<file path="src/rtl/i2s_pkg.sv">
// Shared constants and types for the I2S transceiver.
package i2s_pkg;

  localparam int unsigned I2S_DATA_W = 32;

  // Default Tx FIFO geometry and reset-time threshold values.
  localparam int unsigned I2S_TXFIFO_DEPTH  = 8;
  localparam int unsigned I2S_TXFIFO_AF_DEF = I2S_TXFIFO_DEPTH - 2;
  localparam int unsigned I2S_TXFIFO_AE_DEF = 1;

  // Packs into the flag bits of the status register.
  typedef struct packed {
    logic full;
    logic empty;
    logic almost_full;
    logic almost_empty;
    logic ovf;
    logic unf;
  } i2s_fifo_status_t;

endpackage

</file>
<file path="src/rtl/i2s_fifo_mem.sv">
// FIFO storage: synchronous write port, asynchronous read port, not reset.
module i2s_fifo_mem #(
  parameter int unsigned DATA_W = 32,
  parameter int unsigned DEPTH  = 8,
  parameter int unsigned AW     = $clog2(DEPTH)
) (
  input  logic              pclk,
  input  logic              we,
  input  logic [AW-1:0]     waddr,
  input  logic [DATA_W-1:0] wdata,
  input  logic [AW-1:0]     raddr,
  output logic [DATA_W-1:0] rdata
);

  logic [DATA_W-1:0] mem [DEPTH];

  // Write the addressed entry on an accepted push.
  always_ff @(posedge pclk) begin
    if (we) begin
      mem[waddr] <= wdata;
    end
  end

  assign rdata = mem[raddr];

endmodule

</file>
<file path="src/rtl/i2s_tx_fifo.sv">
// I2S transmit sample FIFO on the APB clock.
// Define I2S_TXFIFO_FWFT_EN for first-word fall-through reads; otherwise a
// pop returns the head word one cycle later on rdata with rvalid.
module i2s_tx_fifo
  import i2s_pkg::*;
#(
  parameter int unsigned DATA_W = I2S_DATA_W,
  parameter int unsigned DEPTH  = I2S_TXFIFO_DEPTH,
  localparam int unsigned AW    = $clog2(DEPTH)
) (
  input  logic              pclk,
  input  logic              preset,
  input  logic              clr,
  input  logic              wen,
  input  logic [DATA_W-1:0] wdata,
  input  logic              ren,
  output logic [DATA_W-1:0] rdata,
  output logic              rvalid,
  output logic              full,
  output logic              empty,
  output logic              almost_full,
  output logic              almost_empty,
  input  logic [AW:0]       af_thresh,
  input  logic [AW:0]       ae_thresh,
  output logic [AW:0]       level,
  output logic              ovf,
  output logic              unf,
  input  logic              flag_clr
);

  localparam logic [AW:0] LEVEL_FULL = (AW+1)'(DEPTH);

  logic [AW-1:0]     wr_ptr_q, wr_ptr_d;
  logic [AW-1:0]     rd_ptr_q, rd_ptr_d;
  logic [AW:0]       level_q, level_d;
  logic              ovf_q, ovf_d;
  logic              unf_q, unf_d;
  logic              push_acc, pop_acc;
  logic [DATA_W-1:0] mem_rdata;

  assign level        = level_q;
  assign full         = (level_q == LEVEL_FULL);
  assign empty        = (level_q == '0);
  assign almost_full  = (level_q >= af_thresh);
  assign almost_empty = (level_q <= ae_thresh);
  assign ovf          = ovf_q;
  assign unf          = unf_q;

  // A flush masks both strobes so it can neither move data nor raise flags.
  assign pop_acc  = ren && !empty && !clr;
  assign push_acc = wen && (!full || pop_acc) && !clr;

  i2s_fifo_mem #(
    .DATA_W (DATA_W),
    .DEPTH  (DEPTH),
    .AW     (AW)
  ) u_mem (
    .pclk  (pclk),
    .we    (push_acc),
    .waddr (wr_ptr_q),
    .wdata (wdata),
    .raddr (rd_ptr_q),
    .rdata (mem_rdata)
  );

  // Next-state for pointers, occupancy and sticky error flags.
  always_comb begin
    wr_ptr_d = wr_ptr_q;
    rd_ptr_d = rd_ptr_q;
    level_d  = level_q;
    if (clr) begin
      wr_ptr_d = '0;
      rd_ptr_d = '0;
      level_d  = '0;
    end else begin
      if (push_acc) wr_ptr_d = wr_ptr_q + 1'b1;
      if (pop_acc)  rd_ptr_d = rd_ptr_q + 1'b1;
      if (push_acc && !pop_acc) begin
        level_d = level_q + 1'b1;
      end else if (!push_acc && pop_acc) begin
        level_d = level_q - 1'b1;
      end
    end
    // Set has priority over flag_clr so a same-cycle error is never lost.
    ovf_d = (ovf_q && !flag_clr) || (wen && full && !pop_acc && !clr);
    unf_d = (unf_q && !flag_clr) || (ren && empty && !clr);
  end

  // Control state register.
  always_ff @(posedge pclk or negedge preset) begin
    if (!preset) begin
      wr_ptr_q <= '0;
      rd_ptr_q <= '0;
      level_q  <= '0;
      ovf_q    <= 1'b0;
      unf_q    <= 1'b0;
    end else begin
      wr_ptr_q <= wr_ptr_d;
      rd_ptr_q <= rd_ptr_d;
      level_q  <= level_d;
      ovf_q    <= ovf_d;
      unf_q    <= unf_d;
    end
  end

`ifdef I2S_TXFIFO_FWFT_EN
  assign rdata  = mem_rdata;
  assign rvalid = !empty;
`else
  logic [DATA_W-1:0] rdata_q;
  logic              rvalid_q;

  // Registered read: capture the head word on an accepted pop.
  always_ff @(posedge pclk or negedge preset) begin
    if (!preset) begin
      rdata_q  <= '0;
      rvalid_q <= 1'b0;
    end else begin
      rvalid_q <= pop_acc;
      if (pop_acc) rdata_q <= mem_rdata;
    end
  end

  assign rdata  = rdata_q;
  assign rvalid = rvalid_q;
`endif

endmodule

</file>
<file path="config.mk">
export PLATFORM = sky130hd
export DESIGN_NAME = i2s_tx_fifo
export DESIGN_NICKNAME = d
export VERILOG_FILES = /design/src/rtl/i2s_pkg.sv /design/src/rtl/i2s_fifo_mem.sv /design/src/rtl/i2s_tx_fifo.sv
export SDC_FILE = /design/constraint.sdc
export NUM_CORES = 1
export LEC_CHECK = 0
export BUFFER_PORTS_ARGS = -buffer_cell sky130_fd_sc_hd__buf_2
export CAP_MARGIN = 20
export CORE_AREA = 2 2 154 156
export DETAILED_ROUTE_END_ITERATION = 10
export DIE_AREA = 0 0 156 158
export PLACE_DENSITY = 0.74
export SLEW_MARGIN = 20
export SYNTH_ARGS = -nofsm -noshare
export SYNTH_HDL_FRONTEND = slang
export SYNTH_HIERARCHICAL = 1
export SYNTH_SLANG_ARGS = --single-unit
</file>
<file path="constraint.sdc">
create_clock -name pclk -period 3.4 [get_ports pclk]
set_clock_uncertainty 0.1 [all_clocks]
set_input_delay 0.17 -clock pclk [delete_from_list [all_inputs] [get_ports pclk]]
set_output_delay 0.17 -clock pclk [all_outputs]
set_load 0.02 [all_outputs]
</file>
==> results of run 1 <==
==> cells by family (layout without fill, tap and decap cells) <==
logic type                 count (synthesis)  in the layout  synth area share, %
AOI/OAI and AO/OA                         27             27                 1.58
adders and majority gates                 13             13                 1.40
DFF                                      301            301                 72.3
xor gates and xnor gates                   8              8                0.575
and+or+nand+nor                           47             47                 1.94
buffers and inverters                     42            214                 2.30
other                                      0              1                    0
muxes                                    129            129                 19.9
==> power by group through the flow <==
stage	combinational, W	sequential [W]	clock (W)
after global placement	0.00227	0.00471	0
after CTS	0.00240	0.00466	0.00324
after global routing	0.00255	0.00470	0.00338
after detailed placement	0.00233	0.00473	0
final	0.00238	0.00466	0.00319
after floorplan	0.00160	0.00483	0
==> metrics by stage <==
stage	worst slack, ns	cells	total power, W	area, sq um
CTS	0.546	1029	0.0103	14400
detailed placement	0.568	934	0.00706	13100
finish	0.506	1030	0.0102	14400
global placement	0.775	934	0.00698	13100
floorplan	0.334	567	0.00643	12200
global route	0.356	1030	0.0106	14400
==> flip-flops by register name, summed over array words and instances, names as in the netlist <==
| name | cells |
|---|---|
| ovf | 1 |
| unf | 1 |
| wr_ptr_q | 3 |
| rvalid | 1 |
| level | 4 |
| u_mem/mem | 256 |
| rd_ptr_q | 3 |
| rdata | 32 |
==> layer usage <==
layer  part of all wire [%]  vias to the layer above
li1                       -                     2638
met1                     42                     3047
met2                     51                      193
met3                    5.4                       32
met4                    1.6                        0
met5                      0                        -
==> layout make-up <==
type / count / area, sq um
clock inverters: 15 / 129
clock buffers: 41 / 843
multi-input cells: 224 / 3170
fillers: 1516 / 8610
diodes: 1 / 2.50
flip-flops and latches: 301 / 8820
inverters: 15 / 61.3
repair buffers: 143 / 1050
well taps: 290 / 363
==> how the worst min path moves through the flow <==
stage	startpoint	end	cells past startpoint
after global placement	preset	rdata[9]	1
after CTS	preset	rdata[25]	2
final	preset	rdata[1]	2
after detailed placement	preset	rdata[1]	1
after global routing	preset	rdata[25]	2
after floorplan	preset	level[0]	0
==> worst max-delay path: stages, from the launching register on <==
cell and delay, ns:
dfrtp_1 0.52, nor3_1 0.55, and2_1 0.26, or3_1 0.18, inv_1 0.08, fa_1 0.38
xor2_1 0.19, a2111oi_0 0.34, a31oi_1 0.08, a21oi_1 0.15
==> cells in the mapped netlist (3+ instances only) <==
cell type	instances
edfxtp_1	256
dfrtp_1	45
mux4_1	40
mux2_2	35
mux2_4	29
mux4_2	24
inv_1	14
nor2_1	14
ha_1	12
nand2_1	9
buf_6	8
buf_2	7
nor3_1	6
clkbuf_1	5
nand2b_1	5
xor2_1	5
a21o_1	4
a21oi_1	4
buf_1	4
a311oi_1	3
buf_12	3
o21a_1	3
o21ai_0	3
xnor2_1	3
==> key figures, run 1 <==
Synth
  – Area share of the largest cell type after synthesis: 63.0%
  – Sequential share of the synthesized area: roughly 72%
  – Synth top area cells: edfxtp_1, dfrtp_1, mux4_1
  – Share of flip-flops with an asynchronous set or reset: 15.0%
  – Largest area contributor in the netlist: edfxtp_1
  – Mapped Area: between 0.01 and 0.015 sq mm
  – Flops & latches, synth: 301
  – EDFF count, synth: 256
  – Synth cell types: 45
  – Top_reg_cell synth: edfxtp_1
  – Avg Inst Size Synth: ~22 sq um
  – Synth Net Count: roughly 630
  – Yosys Warn Count: 6
  – Post-Synthesis Cells: 567

Worst setup path
  – Crit path required time: between 3 and 4 ns
  – Worst Setup Start Kind: flop
  – Kind of critical path: flop to flop
  – Crit path capture type: flop
  – Crit path to: level[2]
  – Reg-to-reg endpoint: level[2]
  – R2r startpoint: level[2]
  – Worst setup startpoint: level[2]
  – Worst R2R Setup Slack: 0.51 ns
  – CP arrival: 3.26 ns
  – Worst reg2reg path depth: 9
  – Worst-path maximum fanout: 13

Die
  – Die ar.: 0.0246 sq mm
  – Cell Rows: 56
  – Core Region: 0.0231 sq mm
  – Chip width: 156 um
  – Initial Utilization: 52.9%
  – # IOs: about 90
  – Chip height: about 160 um

Clock tree
  – Reg clk slew, reported paths: 0.06 ns
  – CTS HTree Levels: 1
  – Hold_buf cts: 39
  – CTS tree: yes
  – CTS Sinks: 301
  – # Post-CTS Setup Buffers: 0
  – CTS buffer count: 30
  – CTS max path bufs: 3
  – Clock latency on the worst-skew pair: 0.54 ns
  – Root buf cell: clkbuf_16
  – Post-CTS Resized: 0

Run
  – Maxcap violations: 0

GRT
  – Vias in the first global route: 6174
  – First-pass GRT wire length: ~35 mm
  – Total gr overflow: 0
  – Busiest layer in global routing: met2
  – GRT met3 Usage: just over 3%
  – Initial antenna violation count: 1
  – Pin count of the biggest net entering global routing: 66
  – All-Layer GR Usage: 19.2%
  – Met2 Usage GRT: about a third
  – GR Util met1: between 20% and 30%

Final layout
  – Final core occ: between 60% and 70%
  – Most common cell after layout, fill and taps aside: edfxtp_1
  – Nets: roughly 770
  – Layout area overhead: 18.4%
  – Most frequent cells in the layout: edfxtp_1, buf_2, dfrtp_1
  – Share of layout cells above drive strength 1: roughly 34%

Hold path
  – HP Class: primary input to async pin

Power and ir drop
  – VDD IR-drop max: roughly 0.0004 V
  – Clock power frac: 31.2%
  – Power Density: 708 mW/mm^2
  – Internal power: between 0.007 and 0.008 W
  – Leak pwr: between 5 and 6 nW
  – Sw Share: about 27%
  – Reg power frac: 45.5%
  – Comb power frac: 23.3%
  – Net switching power: 0.00277 W

Drt
  – Final wirelength: roughly 23 mm
  – DRC viols: 0
  – Wire per inst: ~23 um
  – Post-DRT Antenna Nets: 0
  – Vias after detailed routing: 5910
  – Drt first pass iters: 6
  – Via density: 5.74
  – 1st-iter DRT viols: approximately 390

STA
  – Setup tns final: 0 ns
  – Worst Max-Slew Pin Slew: between 1 and 1.5 ns
  – Hold Slack: 0.204 ns
  – RSZ-0062 raised after global routing: false
  – Fmax: between 300 and 400 MHz
  – Max Slew Vio Count: 0
  – Final hold violation count: 0
  – Max-Slew Margin vs Limit: 32.7%
  – # setup viols final: 0
  – Crit share post-route: 85.1%
  – Minimum clock period: 2.89 ns

Placement
  – Placer Congestion: 0.801
  – Port Buffers: 88
  – Dpl hpwl: 13.1 mm

Outcome
  – Status: complete, no violations
No activity file was read; power rests on OpenSTA's default activity.
==> run 2, diff against run 1 <==
CORE_AREA = 2 2 151 153   (was 2 2 154 156)
DIE_AREA = 0 0 153 155   (was 0 0 156 158)
PLACE_DENSITY = 0.75   (was 0.74)
SETUP_SLACK_MARGIN = 0.05   (was unset)
SYNTH_HIERARCHICAL = unset   (was 1)
==> run 2 against run 1 <==
Against the previous run:
- largest power group unchanged
- critical path depth is 3 lower
- area after synthesis fell by 3.9%
- sequential share of layout area grew 2.2 points
- power shrank 1.3%
- clock power is 3% lower
- non-clock buffer count increased by 5
- critical path type unchanged
- global-route usage rose by 0.090 points
- first-iteration DRC count unchanged
- synthesized cell count is 4.1% higher
- die area decreased by 3.8%
==> key figures, run 2 <==
Outcome
  – Status: complete, no violations

STA
  – RSZ-0062 raised after global routing: false
  – # setup viols final: 0
  – Final hold violation count: 0
  – Max-Slew Margin vs Limit: between 40 and 50%
  – Minimum clock period: 2.69 ns
  – Worst Max-Slew Pin Slew: 0.804 ns
  – Crit share post-route: 79.0%
  – Fmax: 372 MHz
  – Max Slew Vio Count: 0

Synth
  – Synth cell types: 44
  – Largest area contributor in the netlist: edfxtp_1
  – Yosys Warn Count: 0
  – Post-Synthesis Cells: 590
  – Synth Net Count: 649
  – Flops & latches, synth: ~300
  – EDFF count, synth: between 200 and 300
  – Area share of the largest cell type after synthesis: 65.6%
  – Commonest cells in the synthesized netlist: edfxtp_1, mux4_2, dfrtp_1
  – Sequential share of the synthesized area: 75.2%
  – Avg Inst Size Synth: 19.9 sq um
  – Most frequent cell after synthesis: edfxtp_1
  – Top_reg_cell synth: edfxtp_1
  – Synth top area cells: edfxtp_1, mux4_2, dfrtp_1
  – Mapped Area: between 0.01 and 0.015 sq mm
  – Share of flip-flops with an asynchronous set or reset: 15.0%

Worst setup path
  – Worst reg2reg path depth: 6
  – Crit path capture type: flop
  – Max stage delay on crit path: 0.56 ns
  – Cell-by-cell trace of the critical path: o31ai_1 -> or4b_1 -> inv_1 -> fa_1 -> nor2b_1 -> a2111oi_0
  – CP arrival: 3.01 ns
  – Reg-to-reg endpoint: level[1]
  – Kind of critical path: flop to flop
  – Crit path required time: 3.72 ns
  – R2r startpoint: level[1]
  – CP max-delay cell: or4b_1
  – Worst R2R Setup Slack: about 0.71 ns
  – Worst-path maximum fanout: 8
  – Worst setup startpoint: level[1]
  – Worst Setup Start Kind: flop

Clock tree
  – CTS max path bufs: 3
  – Clock latency on the worst-skew pair: 0.55 ns
  – CTS Sinks: 301
  – Root buf cell: clkbuf_16
  – CTS HTree Levels: 1
  – CTS tree: yes
  – # Post-CTS Setup Buffers: 0
  – Reg clk slew, reported paths: 0.06 ns
  – CTS buffer count: 29

Final layout
  – Fillers: 1548
  – Largest Register: u_mem.mem
  – Share of layout cells above drive strength 1: 30.2%
  – Most frequent cells in the layout: edfxtp_1, buf_2, mux4_2
  – Nets: approximately 800
  – Final std cells w/o fill: 1048
  – Final core occ: 62.7%
  – Most common cell after layout, fill and taps aside: edfxtp_1
  – Max reg flops: approximately 260
  – Layout area overhead: 18.9%

Die
  – Die ar.: 0.0237 sq mm
  – Chip height: about 160 um
  – # IOs: 89
  – Core Region: 0.0222 sq mm
  – Chip width: 153 um
  – Initial Utilization: 52.7%
  – Cell Rows: 55

GRT
  – All-Layer GR Usage: 19.3%
  – Pin count of the biggest net entering global routing: 43
  – Initial antenna violation count: 1
  – Vias in the first global route: 6293
  – First-pass GRT wire length: 35.3 mm
  – Total gr overflow: 0

Drt
  – Post-DRT Antenna Nets: 0
  – DRC viols: 0
  – Final wirelength: between 20 and 25 mm
  – Drt first pass iters: 5
  – Via density: 5.62
  – 1st-iter DRT viols: 391
  – Vias after detailed routing: around 6000
  – Wire per inst: 21.4 um

Power and ir drop
  – VDD IR-drop max: roughly 0.00048 V
  – Power Density: 725 mW/mm^2
  – Leak pwr: between 4 and 5 nW

Placement
  – Placer Congestion: about 0.82
  – Port Buffers: 88
  – Dpl hpwl: 13.5 mm
  – Placed insts: 953

Hold path
  – HP Class: primary input to async pin

Run
  – Maxcap violations: 0
==> run 2: cell count changes in the layout (fill, tap and decap cells not counted), moves of 9 or more <==
cell / before / now
buf_4: 8 / 17
mux2_2: 35 / 0
mux4_1: 40 / 0
mux4_2: 24 / 64
mux2_4: 29 / 0
a21oi_1: 4 / 37
mux2i_1: 1 / 34
nor2_1: 8 / 38
==> run 2: final cells by class <==
| class | count | area, sq um | share of cell area, % |
|---|---|---|---|
| Clock buffer | 48 | 867 | 6.22 |
| Timing Repair Buffer | 148 | 1030 | 7.38 |
| Clock inverter | 6 | 72.6 | 0.521 |
| Sequential cell | 301 | 8820 | 63.3 |
| Antenna cell | 1 | 2.50 | 0.0180 |
| Inverter | 14 | 52.6 | 0.377 |
| Multi-Input combinational cell | 245 | 2730 | 19.6 |
| Tap cell | 285 | 357 | 2.56 |
==> run 2: metrics by stage <==
stage / power [W] / setup TNS, ns / hold WS [ns] / setup WS (ns) / instance area, sq um
2_1_floorplan: 0.00636 / -32.22 / -0.226 / -0.336 / 11700
3_3_place_gp: 0.00699 / 0 / 0.122 / 0.907 / 12600
3_5_place_dp: 0.00706 / 0 / 0.130 / 0.764 / 12600
4_1_cts: 0.0102 / 0 / 0.0916 / 0.742 / 13900
5_1_grt: 0.0106 / 0 / 0.118 / 0.556 / 13900
6_report: 0.0101 / 0 / 0.0847 / 0.713 / 13900
==> run 2: cells by family after synthesis <==
kind of cell	synth area share, %
XOR/XNOR	0.374
AO/OA/AOI/OAI	2.67
buffers and inverters	2.07
multiplexers	15.2
AND/OR/NAND/NOR	2.98
adder cells (fa/ha/maj)	1.45
flip-flops	75.2
==> run 2: power breakdown <==
group | internal (W) | switching, W
Combinational | 0.00114 | 0.00120
Sequential | 0.00433 | 0.000319
Clock | 0.00182 | 0.00130
==> run 2: critical path: cells and delay by family, from the launching register on <==
| kind | cells | cell delay (ns) |
|---|---|---|
| buffers and inverters | 1 | 0.12 |
| flip-flops | 1 | 0.46 |
| AND/OR/NAND/NOR | 2 | 0.70 |
| AO/OA/AOI/OAI | 2 | 0.75 |
| adder cells (fa/ha/maj) | 1 | 0.42 |
==> run 2: worst max path at each step <==
| stage | end | depth (start not counted) |
|---|---|---|
| after floorplan | u_mem.mem[1][0] | 4 |
| after global placement | u_mem.mem[6][6] | 6 |
| after detailed placement | level[2] | 8 |
| after CTS | level[2] | 8 |
| after global routing | level[1] | 6 |
| final | level[1] | 6 |
==> run 2: timing repair <==
item / in CTS / in global routing
hold buffers: 40 / 0
gates resized for setup: 0 / 0
endpoints found under the hold margin: 289 / 0
setup endpoints to repair: 0 / 0
==> run 2: routing by layer <==
metal / vias up / track usage [%] / wire [um]
met3: 39 / 3.20 / 1100
met4: 0 / 5.60 / 508
met2: 179 / 32.8 / 11200
met1: 3016 / 26.1 / 9620
met5: - / 0 / 0
li1: 2654 / - / -
